--- src/rtl/axi_arb_pkg.sv ---
// Shared types and constants for the two-master AXI4 arbiter.
// Downstream ID width is derived here so every file agrees on it.
package axi_arb_pkg;

    typedef enum logic [1:0] {
        W_IDLE = 2'd0,
        W_XFER = 2'd1,
        W_RESP = 2'd2
    } w_state_e;

    typedef enum logic [1:0] {
        R_IDLE = 2'd0,
        R_ADDR = 2'd1,
        R_DATA = 2'd2
    } r_state_e;

    localparam logic [1:0] BURST_INCR  = 2'b01;
    localparam logic [1:0] RESP_OKAY   = 2'b00;
    localparam logic [1:0] RESP_SLVERR = 2'b10;

    // One extra ID bit carries the grant index downstream.
    function automatic int unsigned m_id_w(input int unsigned id_w);
        return id_w + 1;
    endfunction

endpackage

--- src/rtl/axi_arb_rr.sv ---
// Two-way arbiter; round-robin by default, fixed priority (master 0)
// when AXI_ARB_QOS_EN is defined.
module axi_arb_rr (
    input  logic       clk,
    input  logic       rst_n,
    input  logic [1:0] req,
    input  logic       grant_en,
    output logic       grant
);

`ifdef AXI_ARB_QOS_EN

    always_comb begin
        grant = ~req[0];
    end

`else

    logic last_q;
    logic last_d;

    // Pointer holds the previous winner; resets to 1 so master 0 wins first.
    always_comb begin
        grant  = (req == 2'b11) ? ~last_q : req[1];
        last_d = last_q;
        if (grant_en && (req != 2'b00)) begin
            last_d = grant;
        end
    end

    always_ff @(posedge clk or negedge rst_n) begin
        if (!rst_n) begin
            last_q <= 1'b1;
        end else begin
            last_q <= last_d;
        end
    end

`endif

endmodule

--- src/rtl/axi_m0_arbiter.sv ---
// Two-to-one AXI4 arbiter with independent read/write FSMs, one burst each.
// Define AXI_ARB_QOS_EN for fixed priority in place of round-robin.
module axi_m0_arbiter
    import axi_arb_pkg::*;
#(
    parameter  int unsigned ADDR_W = 31,
    parameter  int unsigned DATA_W = 32,
    parameter  int unsigned ID_W   = 4,
    localparam int unsigned MID_W  = m_id_w(ID_W),
    localparam int unsigned STRB_W = DATA_W / 8
) (
    input  logic              clk_clk,
    input  logic              reset_reset_n,
    // upstream master 0
    input  logic [ID_W-1:0]   s0_awid,
    input  logic [ADDR_W-1:0] s0_awaddr,
    input  logic [7:0]        s0_awlen,
    input  logic [2:0]        s0_awsize,
    input  logic [1:0]        s0_awburst,
    input  logic              s0_awlock,
    input  logic [3:0]        s0_awcache,
    input  logic [2:0]        s0_awprot,
    input  logic              s0_awvalid,
    output logic              s0_awready,
    input  logic [DATA_W-1:0] s0_wdata,
    input  logic [STRB_W-1:0] s0_wstrb,
    input  logic              s0_wlast,
    input  logic              s0_wvalid,
    output logic              s0_wready,
    output logic [ID_W-1:0]   s0_bid,
    output logic [1:0]        s0_bresp,
    output logic              s0_bvalid,
    input  logic              s0_bready,
    input  logic [ID_W-1:0]   s0_arid,
    input  logic [ADDR_W-1:0] s0_araddr,
    input  logic [7:0]        s0_arlen,
    input  logic [2:0]        s0_arsize,
    input  logic [1:0]        s0_arburst,
    input  logic              s0_arlock,
    input  logic [3:0]        s0_arcache,
    input  logic [2:0]        s0_arprot,
    input  logic              s0_arvalid,
    output logic              s0_arready,
    output logic [ID_W-1:0]   s0_rid,
    output logic [DATA_W-1:0] s0_rdata,
    output logic [1:0]        s0_rresp,
    output logic              s0_rlast,
    output logic              s0_rvalid,
    input  logic              s0_rready,
    // upstream master 1
    input  logic [ID_W-1:0]   s1_awid,
    input  logic [ADDR_W-1:0] s1_awaddr,
    input  logic [7:0]        s1_awlen,
    input  logic [2:0]        s1_awsize,
    input  logic [1:0]        s1_awburst,
    input  logic              s1_awlock,
    input  logic [3:0]        s1_awcache,
    input  logic [2:0]        s1_awprot,
    input  logic              s1_awvalid,
    output logic              s1_awready,
    input  logic [DATA_W-1:0] s1_wdata,
    input  logic [STRB_W-1:0] s1_wstrb,
    input  logic              s1_wlast,
    input  logic              s1_wvalid,
    output logic              s1_wready,
    output logic [ID_W-1:0]   s1_bid,
    output logic [1:0]        s1_bresp,
    output logic              s1_bvalid,
    input  logic              s1_bready,
    input  logic [ID_W-1:0]   s1_arid,
    input  logic [ADDR_W-1:0] s1_araddr,
    input  logic [7:0]        s1_arlen,
    input  logic [2:0]        s1_arsize,
    input  logic [1:0]        s1_arburst,
    input  logic              s1_arlock,
    input  logic [3:0]        s1_arcache,
    input  logic [2:0]        s1_arprot,
    input  logic              s1_arvalid,
    output logic              s1_arready,
    output logic [ID_W-1:0]   s1_rid,
    output logic [DATA_W-1:0] s1_rdata,
    output logic [1:0]        s1_rresp,
    output logic              s1_rlast,
    output logic              s1_rvalid,
    input  logic              s1_rready,
    // downstream master
    output logic [MID_W-1:0]  m_awid,
    output logic [ADDR_W-1:0] m_awaddr,
    output logic [7:0]        m_awlen,
    output logic [2:0]        m_awsize,
    output logic [1:0]        m_awburst,
    output logic              m_awlock,
    output logic [3:0]        m_awcache,
    output logic [2:0]        m_awprot,
    output logic              m_awvalid,
    input  logic              m_awready,
    output logic [DATA_W-1:0] m_wdata,
    output logic [STRB_W-1:0] m_wstrb,
    output logic              m_wlast,
    output logic              m_wvalid,
    input  logic              m_wready,
    input  logic [MID_W-1:0]  m_bid,
    input  logic [1:0]        m_bresp,
    input  logic              m_bvalid,
    output logic              m_bready,
    output logic [MID_W-1:0]  m_arid,
    output logic [ADDR_W-1:0] m_araddr,
    output logic [7:0]        m_arlen,
    output logic [2:0]        m_arsize,
    output logic [1:0]        m_arburst,
    output logic              m_arlock,
    output logic [3:0]        m_arcache,
    output logic [2:0]        m_arprot,
    output logic              m_arvalid,
    input  logic              m_arready,
    input  logic [MID_W-1:0]  m_rid,
    input  logic [DATA_W-1:0] m_rdata,
    input  logic [1:0]        m_rresp,
    input  logic              m_rlast,
    input  logic              m_rvalid,
    output logic              m_rready
);

    w_state_e w_state_q, w_state_d;
    r_state_e r_state_q, r_state_d;
    logic     w_gnt_q, w_gnt_d;
    logic     r_gnt_q, r_gnt_d;
    logic     aw_done_q, aw_done_d;
    logic     w_done_q, w_done_d;
    logic     w_arb_gnt, r_arb_gnt;
    logic     unused_id_msb;

    // Routing uses the registered grant; the returned ID MSB is ignored.
    assign unused_id_msb = m_bid[ID_W] ^ m_rid[ID_W];

    axi_arb_rr u_w_arb (
        .clk      (clk_clk),
        .rst_n    (reset_reset_n),
        .req      ({s1_awvalid, s0_awvalid}),
        .grant_en (w_state_q == W_IDLE),
        .grant    (w_arb_gnt)
    );

    axi_arb_rr u_r_arb (
        .clk      (clk_clk),
        .rst_n    (reset_reset_n),
        .req      ({s1_arvalid, s0_arvalid}),
        .grant_en (r_state_q == R_IDLE),
        .grant    (r_arb_gnt)
    );

    always_ff @(posedge clk_clk or negedge reset_reset_n) begin
        if (!reset_reset_n) begin
            w_state_q <= W_IDLE;
            r_state_q <= R_IDLE;
            w_gnt_q   <= 1'b0;
            r_gnt_q   <= 1'b0;
            aw_done_q <= 1'b0;
            w_done_q  <= 1'b0;
        end else begin
            w_state_q <= w_state_d;
            r_state_q <= r_state_d;
            w_gnt_q   <= w_gnt_d;
            r_gnt_q   <= r_gnt_d;
            aw_done_q <= aw_done_d;
            w_done_q  <= w_done_d;
        end
    end

    always_comb begin
        w_state_d = w_state_q;
        w_gnt_d   = w_gnt_q;
        aw_done_d = aw_done_q;
        w_done_d  = w_done_q;
        case (w_state_q)
            W_IDLE: begin
                aw_done_d = 1'b0;
                w_done_d  = 1'b0;
                if (s0_awvalid || s1_awvalid) begin
                    w_gnt_d   = w_arb_gnt;
                    w_state_d = W_XFER;
                end
            end
            W_XFER: begin
                // AW and the last W beat may complete in either order or together.
                aw_done_d = aw_done_q | (m_awvalid & m_awready);
                w_done_d  = w_done_q | (m_wvalid & m_wready & m_wlast);
                if (aw_done_d && w_done_d) begin
                    w_state_d = W_RESP;
                end
            end
            W_RESP: begin
                if (m_bvalid && m_bready) begin
                    w_state_d = W_IDLE;
                end
            end
            default: w_state_d = W_IDLE;
        endcase
    end

    always_comb begin
        r_state_d = r_state_q;
        r_gnt_d   = r_gnt_q;
        case (r_state_q)
            R_IDLE: begin
                if (s0_arvalid || s1_arvalid) begin
                    r_gnt_d   = r_arb_gnt;
                    r_state_d = R_ADDR;
                end
            end
            R_ADDR: begin
                if (m_arvalid && m_arready) begin
                    r_state_d = R_DATA;
                end
            end
            R_DATA: begin
                if (m_rvalid && m_rready && m_rlast) begin
                    r_state_d = R_IDLE;
                end
            end
            default: r_state_d = R_IDLE;
        endcase
    end

    always_comb begin
        m_awid    = '0;
        m_awaddr  = '0;
        m_awlen   = '0;
        m_awsize  = '0;
        m_awburst = '0;
        m_awlock  = 1'b0;
        m_awcache = '0;
        m_awprot  = '0;
        m_awvalid = 1'b0;
        m_wdata   = '0;
        m_wstrb   = '0;
        m_wlast   = 1'b0;
        m_wvalid  = 1'b0;
        m_bready  = 1'b0;
        s0_awready = 1'b0;
        s1_awready = 1'b0;
        s0_wready  = 1'b0;
        s1_wready  = 1'b0;
        s0_bid     = '0;
        s1_bid     = '0;
        s0_bresp   = '0;
        s1_bresp   = '0;
        s0_bvalid  = 1'b0;
        s1_bvalid  = 1'b0;
        case (w_state_q)
            W_XFER: begin
                m_awid    = {w_gnt_q, (w_gnt_q ? s1_awid : s0_awid)};
                m_awaddr  = w_gnt_q ? s1_awaddr  : s0_awaddr;
                m_awlen   = w_gnt_q ? s1_awlen   : s0_awlen;
                m_awsize  = w_gnt_q ? s1_awsize  : s0_awsize;
                m_awburst = w_gnt_q ? s1_awburst : s0_awburst;
                m_awlock  = w_gnt_q ? s1_awlock  : s0_awlock;
                m_awcache = w_gnt_q ? s1_awcache : s0_awcache;
                m_awprot  = w_gnt_q ? s1_awprot  : s0_awprot;
                m_awvalid = (w_gnt_q ? s1_awvalid : s0_awvalid) & ~aw_done_q;
                m_wdata   = w_gnt_q ? s1_wdata : s0_wdata;
                m_wstrb   = w_gnt_q ? s1_wstrb : s0_wstrb;
                m_wlast   = w_gnt_q ? s1_wlast : s0_wlast;
                m_wvalid  = (w_gnt_q ? s1_wvalid : s0_wvalid) & ~w_done_q;
                if (w_gnt_q) begin
                    s1_awready = m_awready & ~aw_done_q;
                    s1_wready  = m_wready & ~w_done_q;
                end else begin
                    s0_awready = m_awready & ~aw_done_q;
                    s0_wready  = m_wready & ~w_done_q;
                end
            end
            W_RESP: begin
                m_bready = w_gnt_q ? s1_bready : s0_bready;
                if (w_gnt_q) begin
                    s1_bvalid = m_bvalid;
                    s1_bid    = m_bid[ID_W-1:0];
                    s1_bresp  = m_bresp;
                end else begin
                    s0_bvalid = m_bvalid;
                    s0_bid    = m_bid[ID_W-1:0];
                    s0_bresp  = m_bresp;
                end
            end
            default: ;
        endcase
    end

    always_comb begin
        m_arid    = '0;
        m_araddr  = '0;
        m_arlen   = '0;
        m_arsize  = '0;
        m_arburst = '0;
        m_arlock  = 1'b0;
        m_arcache = '0;
        m_arprot  = '0;
        m_arvalid = 1'b0;
        m_rready  = 1'b0;
        s0_arready = 1'b0;
        s1_arready = 1'b0;
        s0_rid     = '0;
        s1_rid     = '0;
        s0_rdata   = '0;
        s1_rdata   = '0;
        s0_rresp   = '0;
        s1_rresp   = '0;
        s0_rlast   = 1'b0;
        s1_rlast   = 1'b0;
        s0_rvalid  = 1'b0;
        s1_rvalid  = 1'b0;
        case (r_state_q)
            R_ADDR: begin
                m_arid    = {r_gnt_q, (r_gnt_q ? s1_arid : s0_arid)};
                m_araddr  = r_gnt_q ? s1_araddr  : s0_araddr;
                m_arlen   = r_gnt_q ? s1_arlen   : s0_arlen;
                m_arsize  = r_gnt_q ? s1_arsize  : s0_arsize;
                m_arburst = r_gnt_q ? s1_arburst : s0_arburst;
                m_arlock  = r_gnt_q ? s1_arlock  : s0_arlock;
                m_arcache = r_gnt_q ? s1_arcache : s0_arcache;
                m_arprot  = r_gnt_q ? s1_arprot  : s0_arprot;
                m_arvalid = r_gnt_q ? s1_arvalid : s0_arvalid;
                if (r_gnt_q) begin
                    s1_arready = m_arready;
                end else begin
                    s0_arready = m_arready;
                end
            end
            R_DATA: begin
                m_rready = r_gnt_q ? s1_rready : s0_rready;
                if (r_gnt_q) begin
                    s1_rvalid = m_rvalid;
                    s1_rid    = m_rid[ID_W-1:0];
                    s1_rdata  = m_rdata;
                    s1_rresp  = m_rresp;
                    s1_rlast  = m_rlast;
                end else begin
                    s0_rvalid = m_rvalid;
                    s0_rid    = m_rid[ID_W-1:0];
                    s0_rdata  = m_rdata;
                    s0_rresp  = m_rresp;
                    s0_rlast  = m_rlast;
                end
            end
            default: ;
        endcase
    end

endmodule

--- config.mk ---
export PLATFORM = sky130hd
export DESIGN_NAME = axi_m0_arbiter
export DESIGN_NICKNAME = d
export VERILOG_FILES = /design/src/rtl/axi_arb_pkg.sv /design/src/rtl/axi_arb_rr.sv /design/src/rtl/axi_m0_arbiter.sv
export SDC_FILE = /design/constraint.sdc
export NUM_CORES = 1
export LEC_CHECK = 0
export BUFFER_PORTS_ARGS = -buffer_cell sky130_fd_sc_hd__buf_2
export CAP_MARGIN = 40
export CORE_AREA = 5 5 240 242
export DETAILED_ROUTE_END_ITERATION = 16
export DIE_AREA = 0 0 245 247
export GPL_TIMING_DRIVEN = 0
export SYNTH_ARGS = -nofsm -noshare
export SYNTH_HDL_FRONTEND = slang
export SYNTH_HIERARCHICAL = 1
export SYNTH_SLANG_ARGS = --single-unit
--- constraint.sdc ---
create_clock -name clk_clk -period 1.83 [get_ports clk_clk]
set_clock_uncertainty 0.2 [all_clocks]
set_input_delay 0.366 -clock clk_clk [delete_from_list [all_inputs] [get_ports clk_clk]]
set_output_delay 0.366 -clock clk_clk [all_outputs]
set_load 0.02 [all_outputs]
# After elaboration in Yosys (flattened, before gate mapping)
# Index checks and enable logic that the tools add are counted.
totals:
  reg_bits: 10
  input_bits: 362
  out_inout_bits: 256
  elab_cells: 155
op_classes:
  eq_ne: 12
  muxes: 104
  bitwise: 13
  reduce_logical: 18
ops:
  columns: ["operator", "count"]
  rows:
  - ["2-to-1 mux 32 bit", 6]
  - ["2-to-1 mux 31 bit", 4]
  - ["2-to-1 mux 4 bit", 16]
  - ["2-to-1 mux 1 bit", 42]
  - ["2-to-1 mux 2 bit", 18]
  - ["2-to-1 mux 8 bit", 4]
  - ["2-to-1 mux 3 bit", 8]
  - ["!= test 2 bit (second input constant)", 6]
  - ["one-hot mux 2 bit (3 select lines)", 2]
  - ["2-to-1 mux 5 bit", 2]
  - ["equality test 2 bit (second input constant)", 4]
  - ["bitwise AND 1 bit", 7]
  - ["logical AND 1 bit", 7]
  - ["AND reduction 3 bit", 2]
  - ["nonzero test 2 bit", 3]
  - ["equality test 2 x 1 -> 1 bit (second input constant)", 2]
  - ["zero test 2 bit", 2]
  - ["NOT 1 bit", 4]
  - ["one-hot mux 1 bit (2 select lines)", 2]
  - ["AND reduction 2 bit", 2]
  - ["logical OR 1 bit", 2]
  - ["OR 1 bit", 2]

# Depth between registers and ports, before layout
depth:
  word_depth: 9
  depth_mapped: 5
  ltp_nobuf: 3

# Modules after synthesis
# The synthesis kept the hierarchy.
modules_own_cells:
  columns: ["module", "n_inst", "cells_per_inst", "area_each_um2", "seq_area_each_um2"]
  rows:
  - ["axi_m0_arbiter", 1, 499, 3380.7, 200.2]
  - ["axi_arb_rr", 2, 4, 45.0, 26.3]

# Worst setup path after synthesis
# OpenSTA, ideal clock, no wires.
synth_path:
  kind: "register -> output"
  startpoint: "register w_gnt_q"
  endpoint: "output port s0_awready"
  arrival_ns: 1.386
  required_ns: 1.264
  setup_slack_ns: -0.122
  stages_incl_launch_ff: 5
  path_buffers: 3
  path_cell_list: "dfrtp_1 > buf_6 > buf_4 > buf_4 > nor3_1"
synth_via:
  elab_chain_len: 2
synth_rtl:
  columns: ["item", "line", "rtl"]
  rows:
  - ["from (decl)", "axi_m0_arbiter.sv:126", "logic w_gnt_q, w_gnt_d;"]
  - ["from (signal assigned)", "axi_m0_arbiter.sv:163", "w_gnt_q <= w_gnt_d;"]
  - ["2-to-1 mux 1 bit", "axi_m0_arbiter.sv:265", "if (w_gnt_q) begin"]
  - ["2-to-1 mux 1 bit", "axi_m0_arbiter.sv:250", "case (w_state_q)"]
  - ["to (decl)", "axi_m0_arbiter.sv:24", "output logic s0_awready,"]
# Every way passes these cells.

# Worst setup path after layout
layout_path:
  startpoint: "register w_gnt_q"
  endpoint: "output port m_wdata[12]"
layout_via:
  elab_chain_len: 2
layout_rtl:
  columns: ["item", "line", "rtl"]
  rows:
  - ["2-to-1 mux 32 bit", "axi_m0_arbiter.sv:261", "m_wdata = w_gnt_q ? s1_wdata : s0_wdata;"]
  - ["2-to-1 mux 32 bit", "axi_m0_arbiter.sv:250", null]
  - ["to (decl)", "axi_m0_arbiter.sv:97", "output logic [DATA_W-1:0] m_wdata,"]
# Every way passes these cells.

==> results.py <==
metrics = {
    "route": {
        "post_drt_wl_per_cell_um": 25.0,
        "via_per_inst": 3.63,
        "drt-total-wl_mm": 47.3,
        "drtPass1Iterations": 5,
        "via_count": 6876,
        "ant_nets": 0,
        "drt_iter0_markers": 204,
        "drc": 0,
    },
    "placed_design": {
        "globalplace.congestion": 0.947,
        "numPortBuffers": 615,
        "place_hpwl_mm": 40.1,
        "dp_slack_ns": -0.683,
        "place_inst": 1826,
        "place_area_um2": 7500,
    },
    "logic_synthesis": {
        "yosysSeqAreaShare": 0.0728,
        "yosys-top-cells-count": "nor2_1 (164), mux2i_1 (150), and2_1 (95)",
        "synth_area_leaders": "mux2i_1 (43%), nor2_1 (18%), and2_1 (17%)",
        "synth_edf_count": 0,
        "yosysUniqueCellTypes": 27,
        "syn_avg_cell_area_um2": 6.85,
        "yosys_most_used_dff": "dfrtp_1",
        "synth-seq-cells": 10,
        "synth_fp_nets": 869,
        "synth_top_area_cell": "mux2i_1",
        "yosys.area.top_type_share": 0.433,
        "postSynthCellCount": 507,
        "async_flop_share": 1.00,
        "syn_area_um2": 3470,
        "yosys_warnings": 6,
        "synth_most_common_cell": "nor2_1",
    },
    "die": {
        "core-area_um2": 54900,
        "rows": 86,
        "die_area_um2": 60500,
        "initial_utilization": 0.0632,
        "ioPinCount": 618,
        "die_x_um": 245,
        "die_h_um": 247,
    },
    "clocking": {
        "cts_tree": "done",
        "cts_made_buffers": 3,
        "clk_latency_ns": 0.25,
        "clk_pin_slew_ns": 0.05,
        "cts.sinks": 10,
        "clockRootBuffer": "clkbuf_16",
        "htreeDepth": 1,
        "clockBufferDepth": 2,
    },
    "timing": {
        "whs_ns": 0.148,
        "hold_violations": 0,
        "worst_slew_pin_slew_ns": 0.444,
        "rsz0062_at_grt": "true",
        "slew_violations": 0,
        "fmax_ghz": 0.453,
        "relSlewSlack": 0.704,
        "timing.final.crit_share": 1.21,
        "setup_ws_ns": -0.376,
        "period_needed_ns": 2.21,
        "finalSetupViolCount": 257,
    },
    "pwr": {
        "cellPowerDensity_nw_per_um2": 1570,
        "finalPower_uw": 17200,
        "p_leak_uw": 0.00533,
        "cellInternalPower_uw": 8540,
        "netSwitchingFraction": 0.503,
        "power_frac_comb": 0.945,
        "switching_power_uw": 8660,
        "p_seq_frac": 0.027,
        "p_clk_frac": 0.027,
        "vdd.ir_drop.worst_v": 0.000790,
    },
    "outcome": {
        "violations": "negative setup slack",
        "status": "complete, but fails checks",
    },
    "global_route": {
        "antenna_found_initial": 51,
        "grt-ovfl-total": 0,
        "grt_max_degree": 11,
        "grt_pass1_wl_mm": 58.0,
        "grtUsageTotal": 0.138,
        "grt_pass1_vias": 6909,
    },
    "layout": {
        "nets": 1547,
        "area_growth_pct": 215,
        "fin_area_um2": 10900,
        "stdcell_count": 1895,
        "drive_gt1_frac": 0.805,
    },
    "worst_setup_path": {
        "worst_path_max_delay_cell": "dfrtp_1",
        "reg2reg_depth": 6,
        "cp.arrival_ns": 1.64,
        "crit_required_ns": 1.26,
        "start_kind": "flop",
        "crit_type": "flop to primary output",
        "max_stage_delay_ns": 0.40,
        "cp_max_fo": 5,
        "endpoint_kind": "primary output",
        "crit_chain": "buf_4, buf_6, buf_12, buf_12, mux2i_2, nor2_1, buf_4",
    },
    "hold_path": {
        "hold_depth": 2,
        "hp-class": "primary input to flop",
    },
    "flow_run": {
        "cap_violations": 0,
    },
}
[registers in the layout, summed over array words and instances, names as in the netlist]
signal          count
w_state_q           2
u_r_arb/last_q      1
r_gnt_q             1
u_w_arb/last_q      1
aw_done_q           1
r_state_q           2
w_gnt_q             1
w_done_q            1
[power groups by stage]
stage,clock network [uW],registers [uW],logic [uW]
floorplan,0,417,6590
global placement,0,438,10400
detailed placement,0,437,10400
CTS,504,445,13900
global route,520,482,17000
finish,469,470,16300
[cell families (layout without fill, tap and decap cells)]
| group | count (synthesis) | in the layout | share of synthesized area |
|---|---|---|---|
| mux | 156 | 156 | 0.453 |
| other cells | 0 | 7 | 0 |
| compound gates | 16 | 16 | 0.0314 |
| simple gates | 279 | 279 | 0.379 |
| flops | 10 | 10 | 0.0728 |
| buf+inv | 46 | 723 | 0.0638 |
[stage by stage]
stage,util,setup TNS [ns]
after floorplan,-,-0.280
after global placement,0.137,-70.89
after detailed placement,0.137,-72.59
after CTS,0.175,-73.11
after global routing,0.199,-81.87
final,0.199,-66.58
[layout make-up]
| cell class | count | area [um2] |
|---|---|---|
| inverter | 4 | 18.8 |
| multi-input combinational | 451 | 4030 |
| clock buffer | 4 | 88.8 |
| tap | 704 | 881 |
| buffer | 39 | 598 |
| timing repair buffer | 676 | 5060 |
| sequential | 10 | 256 |
| antenna | 7 | 17.5 |
| fill | 6004 | 43900 |
[cell usage in the layout (no fill, tap or decap), types with 7 or more instances in the layout]
cell type and count:
and2_1 7, and2_4 88, buf_12 25, buf_2 395, buf_4 102, buf_6 159
buf_8 19, clkbuf_16 11, diode_2 7, mux2i_1 88, mux2i_2 29, mux2i_4 33
nor2_1 101, nor2_2 50, nor2_4 13
[timing repair]
item | 4_1_cts | 5_1_grt
buffers inserted | 29 | 16
cloned | 12 | 8
hold buffers | 1 | 0
pin swaps | 35 | 37
hold endpoints to repair | 8 | 0
setup endpoints to repair | 256 | 257
resized for setup | 454 | 344
[per-layer routing]
layer	global-route usage	vias up	part of all wire
li1	-	3050	-
met1	0.150	3123	0.35
met2	0.272	551	0.52
met3	0.0240	150	0.070
met4	0.0406	2	0.053
met5	0	-	0.00027
[final timing paths]
path	end	from	slack [ns]
setup / recovery	m_wdata[12]	w_gnt_q	-0.38
hold / removal	u_w_arb/last_q	s0_awvalid	0.15
max in group asynchronous	u_r_arb/last_q	reset_reset_n	0.72
min in group asynchronous	aw_done_q	reset_reset_n	0.38
setup reg to reg	w_state_q[1]	w_gnt_q	-0.05
hold reg to reg	u_r_arb/last_q	u_r_arb/last_q	0.32
[worst max-delay path, delay by kind of cell, from the launching register on]
kind / cells / cell delay, ns
buffers and inverters: 5 / 0.70
DFF: 1 / 0.40
muxes: 1 / 0.21
and+or+nand+nor: 1 / 0.07
(Power assumes the default switching activity.)
